===== config.mk =====
export PLATFORM = sky130hd
export DESIGN_NAME = move_request_sequencer_flat
export DESIGN_NICKNAME = d
export VERILOG_FILES = /design/src/rtl/move_request_sequencer_if.sv /design/src/rtl/move_request_sequencer.sv /design/src/flat_wrapper.sv
export SDC_FILE = /design/constraint.sdc
export NUM_CORES = 1
export LEC_CHECK = 0
export ABC_CLOCK_PERIOD_IN_PS = 3700
export BUFFER_PORTS_ARGS = -buffer_cell sky130_fd_sc_hd__clkbuf_2
export CAP_MARGIN = 0
export CORE_MARGIN = 10
export CORE_UTILIZATION = 40
export CTS_CLUSTER_SIZE = 12
export DETAILED_ROUTE_END_ITERATION = 10
export GPL_TIMING_DRIVEN = 1
export PLACE_DENSITY = 0.78
export SETUP_SLACK_MARGIN = 0.2
export SYNTH_ARGS = -nofsm -noshare
export SYNTH_HDL_FRONTEND = slang
export SYNTH_SLANG_ARGS = --single-unit

===== constraint.sdc =====
create_clock -name clk -period 3.7 [get_ports clk]
set_input_delay 0.37 -clock clk [delete_from_list [all_inputs] [get_ports clk]]
set_output_delay 0.37 -clock clk [all_outputs]
set_load 0.005 [all_outputs]

===== src/rtl/move_request_sequencer_if.sv =====
`default_nettype none
// ============================================================================
// Module      : move_request_sequencer_if
// Description : Request, validator and verdict bundle for move_request_sequencer.
// Revision    : 1.0 - initial release
// ============================================================================
interface move_request_sequencer_if;
    logic [1:0]      req_valid;
    logic [1:0]      req_ready;
    logic [1:0][2:0] req_old_x;
    logic [1:0][2:0] req_old_y;
    logic [1:0][2:0] req_new_x;
    logic [1:0][2:0] req_new_y;
    logic [1:0][3:0] req_piece;

    logic [2:0]      val_old_x;
    logic [2:0]      val_old_y;
    logic [2:0]      val_new_x;
    logic [2:0]      val_new_y;
    logic [3:0]      val_piece;
    logic            val_start;
    logic            val_done;
    logic            val_ok;

    logic            resp_valid;
    logic            resp_id;
    logic            resp_ok;
    logic [1:0]      resp_code;
    logic            commit;
    logic            side_to_move;

    modport master (
        output req_valid, req_old_x, req_old_y, req_new_x, req_new_y, req_piece,
        output val_done, val_ok,
        input  req_ready,
        input  val_old_x, val_old_y, val_new_x, val_new_y, val_piece, val_start,
        input  resp_valid, resp_id, resp_ok, resp_code, commit, side_to_move
    );

    modport slave (
        input  req_valid, req_old_x, req_old_y, req_new_x, req_new_y, req_piece,
        input  val_done, val_ok,
        output req_ready,
        output val_old_x, val_old_y, val_new_x, val_new_y, val_piece, val_start,
        output resp_valid, resp_id, resp_ok, resp_code, commit, side_to_move
    );
endinterface
`default_nettype wire


===== src/rtl/move_request_sequencer.sv =====
`default_nettype none
// ============================================================================
// Module      : move_request_sequencer
// Description : Arbitrates two move sources, pre-checks, runs one validation
//               and returns the verdict with a commit strobe on legal moves.
// Revision    : 1.0 - initial release
// ============================================================================
module move_request_sequencer #(
    parameter int TIMEOUT_CYCLES = 64
) (
    input  logic                     clk,
    input  logic                     reset,
    move_request_sequencer_if.slave  bus
);

    localparam int CNT_W      = $clog2(TIMEOUT_CYCLES + 1);
    // Last WAIT cycle sits TIMEOUT_CYCLES-1 after val_start, so the forced
    // reject lands exactly TIMEOUT_CYCLES cycles after the launch pulse.
    localparam int C_CNT_LAST = (TIMEOUT_CYCLES >= 2) ? (TIMEOUT_CYCLES - 2) : 0;

    localparam logic [2:0] ST_IDLE   = 3'd0;
    localparam logic [2:0] ST_CHECK  = 3'd1;
    localparam logic [2:0] ST_LAUNCH = 3'd2;
    localparam logic [2:0] ST_WAIT   = 3'd3;
    localparam logic [2:0] ST_RESP   = 3'd4;

    localparam logic [1:0] CODE_OK      = 2'd0;
    localparam logic [1:0] CODE_RULE    = 2'd1;
    localparam logic [1:0] CODE_PRECHK  = 2'd2;
    localparam logic [1:0] CODE_TIMEOUT = 2'd3;

    logic [2:0]       r_state;
    logic             r_rr_ptr;
    logic [CNT_W-1:0] r_cnt;
    logic [2:0]       r_old_x;
    logic [2:0]       r_old_y;
    logic [2:0]       r_new_x;
    logic [2:0]       r_new_y;
    logic [3:0]       r_piece;
    logic             r_resp_id;
    logic             r_ok;
    logic [1:0]       r_code;
    logic             r_side;

    logic w_any;
    logic w_grant;
    logic w_precheck_fail;
    logic w_expire;

    assign w_any   = |bus.req_valid;
    assign w_grant = (&bus.req_valid) ? r_rr_ptr : bus.req_valid[1];

    assign w_precheck_fail = (r_piece >= 4'd12)
                          || ((r_piece >= 4'd6) != r_side)
                          || ((r_old_x == r_new_x) && (r_old_y == r_new_y));

    assign w_expire = (r_cnt == CNT_W'(C_CNT_LAST));

    always_ff @(posedge clk) begin
        if (reset) begin
            r_state   <= ST_IDLE;
            r_rr_ptr  <= 1'b0;
            r_cnt     <= '0;
            r_old_x   <= '0;
            r_old_y   <= '0;
            r_new_x   <= '0;
            r_new_y   <= '0;
            r_piece   <= '0;
            r_resp_id <= 1'b0;
            r_ok      <= 1'b0;
            r_code    <= CODE_OK;
            r_side    <= 1'b0;
        end else begin
            case (r_state)
                ST_IDLE: begin
                    if (w_any) begin
                        r_old_x   <= bus.req_old_x[w_grant];
                        r_old_y   <= bus.req_old_y[w_grant];
                        r_new_x   <= bus.req_new_x[w_grant];
                        r_new_y   <= bus.req_new_y[w_grant];
                        r_piece   <= bus.req_piece[w_grant];
                        r_resp_id <= w_grant;
                        r_rr_ptr  <= ~w_grant;
                        r_state   <= ST_CHECK;
                    end
                end
                ST_CHECK: begin
                    if (w_precheck_fail) begin
                        r_ok    <= 1'b0;
                        r_code  <= CODE_PRECHK;
                        r_state <= ST_RESP;
                    end else begin
                        r_state <= ST_LAUNCH;
                    end
                end
                ST_LAUNCH: begin
                    r_cnt   <= '0;
                    r_state <= ST_WAIT;
                end
                ST_WAIT: begin
                    // A verdict arriving on the expiry cycle takes priority.
                    if (bus.val_done) begin
                        r_ok    <= bus.val_ok;
                        r_code  <= bus.val_ok ? CODE_OK : CODE_RULE;
                        r_state <= ST_RESP;
                    end else begin
                        r_cnt <= r_cnt + 1'b1;
                        if (w_expire) begin
                            r_ok    <= 1'b0;
                            r_code  <= CODE_TIMEOUT;
                            r_state <= ST_RESP;
                        end
                    end
                end
                ST_RESP: begin
                    if (r_ok) begin
                        r_side <= ~r_side;
                    end
                    r_state <= ST_IDLE;
                end
                default: begin
                    r_state <= ST_IDLE;
                end
            endcase
        end
    end

    assign bus.req_ready    = ((r_state == ST_IDLE) && w_any) ? (w_grant ? 2'b10 : 2'b01) : 2'b00;
    assign bus.val_old_x    = r_old_x;
    assign bus.val_old_y    = r_old_y;
    assign bus.val_new_x    = r_new_x;
    assign bus.val_new_y    = r_new_y;
    assign bus.val_piece    = r_piece;
    assign bus.val_start    = (r_state == ST_LAUNCH);
    assign bus.resp_valid   = (r_state == ST_RESP);
    assign bus.resp_id      = r_resp_id;
    assign bus.resp_ok      = (r_state == ST_RESP) && r_ok;
    assign bus.resp_code    = (r_state == ST_RESP) ? r_code : CODE_OK;
    assign bus.commit       = (r_state == ST_RESP) && r_ok;
    assign bus.side_to_move = r_side;

endmodule
`default_nettype wire

===== src/flat_wrapper.sv =====
// flat-port wrapper written by rule: the top's interface ports become plain ports
module move_request_sequencer_flat 
#(
    parameter int TIMEOUT_CYCLES = 64
)
  (clk, reset, bus_req_valid, bus_req_old_x, bus_req_old_y, bus_req_new_x, bus_req_new_y, bus_req_piece, bus_val_done, bus_val_ok, bus_req_ready, bus_val_old_x, bus_val_old_y, bus_val_new_x, bus_val_new_y, bus_val_piece, bus_val_start, bus_resp_valid, bus_resp_id, bus_resp_ok, bus_resp_code, bus_commit, bus_side_to_move);
  move_request_sequencer_if bus_i ();
  input  logic clk;
  input  logic reset;
  input wire logic [$bits(bus_i.req_valid)-1:0] bus_req_valid;
  input wire logic [$bits(bus_i.req_old_x)-1:0] bus_req_old_x;
  input wire logic [$bits(bus_i.req_old_y)-1:0] bus_req_old_y;
  input wire logic [$bits(bus_i.req_new_x)-1:0] bus_req_new_x;
  input wire logic [$bits(bus_i.req_new_y)-1:0] bus_req_new_y;
  input wire logic [$bits(bus_i.req_piece)-1:0] bus_req_piece;
  input wire logic [$bits(bus_i.val_done)-1:0] bus_val_done;
  input wire logic [$bits(bus_i.val_ok)-1:0] bus_val_ok;
  output wire logic [$bits(bus_i.req_ready)-1:0] bus_req_ready;
  output wire logic [$bits(bus_i.val_old_x)-1:0] bus_val_old_x;
  output wire logic [$bits(bus_i.val_old_y)-1:0] bus_val_old_y;
  output wire logic [$bits(bus_i.val_new_x)-1:0] bus_val_new_x;
  output wire logic [$bits(bus_i.val_new_y)-1:0] bus_val_new_y;
  output wire logic [$bits(bus_i.val_piece)-1:0] bus_val_piece;
  output wire logic [$bits(bus_i.val_start)-1:0] bus_val_start;
  output wire logic [$bits(bus_i.resp_valid)-1:0] bus_resp_valid;
  output wire logic [$bits(bus_i.resp_id)-1:0] bus_resp_id;
  output wire logic [$bits(bus_i.resp_ok)-1:0] bus_resp_ok;
  output wire logic [$bits(bus_i.resp_code)-1:0] bus_resp_code;
  output wire logic [$bits(bus_i.commit)-1:0] bus_commit;
  output wire logic [$bits(bus_i.side_to_move)-1:0] bus_side_to_move;
  assign bus_i.req_valid = bus_req_valid;
  assign bus_i.req_old_x = bus_req_old_x;
  assign bus_i.req_old_y = bus_req_old_y;
  assign bus_i.req_new_x = bus_req_new_x;
  assign bus_i.req_new_y = bus_req_new_y;
  assign bus_i.req_piece = bus_req_piece;
  assign bus_i.val_done = bus_val_done;
  assign bus_i.val_ok = bus_val_ok;
  assign bus_req_ready = bus_i.req_ready;
  assign bus_val_old_x = bus_i.val_old_x;
  assign bus_val_old_y = bus_i.val_old_y;
  assign bus_val_new_x = bus_i.val_new_x;
  assign bus_val_new_y = bus_i.val_new_y;
  assign bus_val_piece = bus_i.val_piece;
  assign bus_val_start = bus_i.val_start;
  assign bus_resp_valid = bus_i.resp_valid;
  assign bus_resp_id = bus_i.resp_id;
  assign bus_resp_ok = bus_i.resp_ok;
  assign bus_resp_code = bus_i.resp_code;
  assign bus_commit = bus_i.commit;
  assign bus_side_to_move = bus_i.side_to_move;
  move_request_sequencer #(.TIMEOUT_CYCLES(TIMEOUT_CYCLES)) u_core (.clk(clk), .reset(reset), .bus(bus_i));
endmodule

==> flow_metrics.tcl <==
set metrics [dict create \
    hold_viol 0 \
    vias 1477 \
    final_core_util_pct 53.3 \
    r2r_start "u_core.r_cnt[0]" \
    cp-start-kind "flip-flop" \
    setup_tns_ns 0 \
    h-tree-depth 2 \
    insertion_delay_ns 0.28 \
    die_h_um 82.0 \
    critPathMaxFanout 10 \
    muxShareOfSynthArea_pct 0 \
    critPathRequiredTime_ns 3.33 \
    power_density_nw_per_um2 599 \
    holdPathStages 3 \
    synth-main-ff-cell "dfxtp_1" \
    worstMarginPinSlew_ns 0.688 \
    yosysUniqueCellTypes 41 \
    root_buffer "clkbuf_8" \
    die_x_um 82.0 \
    arrival_ns 1.87 \
    rsz0062_at_grt "false" \
    dp.final_hpwl_um 3170 \
    gp_congestion 0.781 \
    grt_overflow 0 \
    post-route-min-period_ns 2.24 \
    synth_top_area_share_pct 41.7 \
    dpl_cell_area_um2 1840 \
    ys_ff_latch 32 \
    syn_area_um2 1540 \
    diodes 0 \
    synth_common_cells "32 x dfxtp_1, 27 x nor2_1, 16 x a222oi_1" \
    cts_buffer_depth 2 \
    synthTopCellsByArea "dfxtp_1 42%, a222oi_1 10%, nor2_1 6.6%" \
    synth_top_family_by_area "compound AO/OA/AOI/OAI gates" \
    drive_gt1_share_pct 34.4 \
    synthArstFlopShare_pct 0 \
    dr.first_iter.drc_count 127 \
    areaGrowthSynthToFinish_pct 27.9 \
    rows 22 \
    syn_area_per_cell_um2 9.37 \
    syn_inst 164 \
    slew_violations 0 \
    numCtsBuffers 5 \
    tritoncts "built" \
    grt_pass1_wl_um 7130 \
    slew_headroom_pct 54.1 \
    holdWs_ns 0.323 \
    fin_nets 263 \
    min-delay-start "bus_req_new_y[3]" \
    yosysMostFrequentCell "dfxtp_1" \
    fmax_ghz 0.446 \
    synth_warnings 0 \
    grt_pass1_vias 1543 \
    fin_skew_ns 0.00373 \
    worstHoldPathType "in2reg" \
    post-cts-setup-buffers 0 \
    setup.worst_path.class "reg2out" \
    path_clk_slew_ns 0.07 \
    synthAdderAreaFrac_pct 1.63 \
    numPortBuffers 63 \
    peakVddDrop_v 0.000384 \
    synth_xor_area_share_pct 7.41 \
    drv_cap 0 \
    synth.yosys.seq_area_share_pct 41.7 \
    drc_errors 0 \
    cts_sinks 32 \
    design_area_um2 1970 \
    fin_crit_sh_pct 60.5 \
    antenna_found_initial 0 \
    track_usage_pct 13.4 \
    synth_compound_area_share_pct 22.0 \
    drt-total-wl_um 4110 \
    synthSimpleGateAreaFrac_pct 20.8 \
    io-pin-count 64 \
    core_um2 3690 \
    yosysTopAreaCell "dfxtp_1" \
    wl_per_cell_um 15.1 \
    run_status "complete, no violations" \
    cp-end-kind "output pin" \
    initial_core_util_pct 41.7 \
    crit_start "u_core.r_state[1]" \
    finalPower_mw 1.18 \
    drt-pass1-iter-count 4 \
    r2r_end "u_core.r_state[0]" \
    dieArea_um2 6720 \
    setup_viol 0 \
    syn_nets 204 \
    p_leak_nw 0.872 \
    reg2regPathDepth 6 \
    ctsResizeCount 0 \
    synth-edff-count 0 \
    hold-path-endpoint "u_core.bus.val_new_y[0]" \
    grt_max_degree 29 \
    routed_via_density 5.43 \
    reg2reg_slack_ns 1.95 \
    detail-route-antenna-nets 0 \
    hold_buffers 0 \
    fill_cells 366 \
]
## routing by layer
metal  wire length [um]  vias up  track usage (%)
li1                   -      731                -
met3                471        4             8.52
met2               1870       65             20.1
met4                 31        0             3.91
met5                  0        -                0
met1               1740      677             15.3
## layout by cell type, fill, tap and decap left out, types with 2 or more instances in the layout
cell type and count:
and2_1 5, nand2_1 4, nor2_1 27, clkbuf_2 63
a21oi_1 8, a211oi_1 3, a222oi_1 16, nor2b_1 3
xor2_1 6, dfxtp_1 32, nand4_1 5, inv_1 5
nor3b_1 3, nor3_1 3, ha_1 2, clkbuf_8 7
o211ai_1 2, xnor2_1 7
## flip-flops by register name, indices dropped and copies added, names as in the netlist
signal                   count
u_core.r_rr_ptr              1
u_core.bus.side_to_move      1
u_core.bus.val_old_y         3
u_core.r_code                2
u_core.bus.val_new_x         3
u_core.bus.val_piece         4
u_core.bus.val_new_y         3
u_core.bus.val_old_x         3
u_core.bus.resp_id           1
u_core.r_cnt                 7
u_core.r_state               3
u_core.r_ok                  1
## cells by family after synthesis
| group | count (synthesis) |
|---|---|
| xor gates and xnor gates | 13 |
| buffers and inverters | 17 |
| AOI/OAI and AO/OA | 39 |
| and+or+nand+nor | 61 |
| DFF | 32 |
| adders and majority gates | 2 |
## area by class of cell
type	count	area, um2	share of cell area, %
Sequential cell	32	641	32.6
Inverter	5	18.8	0.955
Timing Repair Buffer	64	323	16.4
Multi-Input combinational cell	115	797	40.5
Clock inverter	1	30.0	1.53
Tap cell	48	60.1	3.06
Clock buffer	7	96.3	4.90
## per-stage QoR
stage	cells	worst slack, ns
6_report	272	1.46
3_5_place_dp	264	1.80
5_1_grt	272	1.39
4_1_cts	272	1.48
3_3_place_gp	264	1.84
2_1_floorplan	164	2.07
## where the power goes
part,internal (mW),total (mW),switching [mW]
Combinational,0.168,0.355,0.187
Sequential,0.398,0.456,0.0584
Clock,0.237,0.365,0.128
## critical path, cell delays in order, from the launching register on
cell	delay [ns]
dfxtp_1	0.40
or3_4	0.41
a211oi_4	0.39
buf_4	0.25
clkbuf_2	0.13
## worst max path at each step
stage                     cells past startpoint          endpoint
after floorplan                               4  bus_req_ready[0]
after global placement                        4  bus_req_ready[0]
after detailed placement                      4  bus_req_ready[0]
after CTS                                     4  bus_req_ready[0]
after global routing                          3  bus_req_ready[1]
final                                         4  bus_req_ready[0]
No activity file was read; power rests on OpenSTA's default activity.
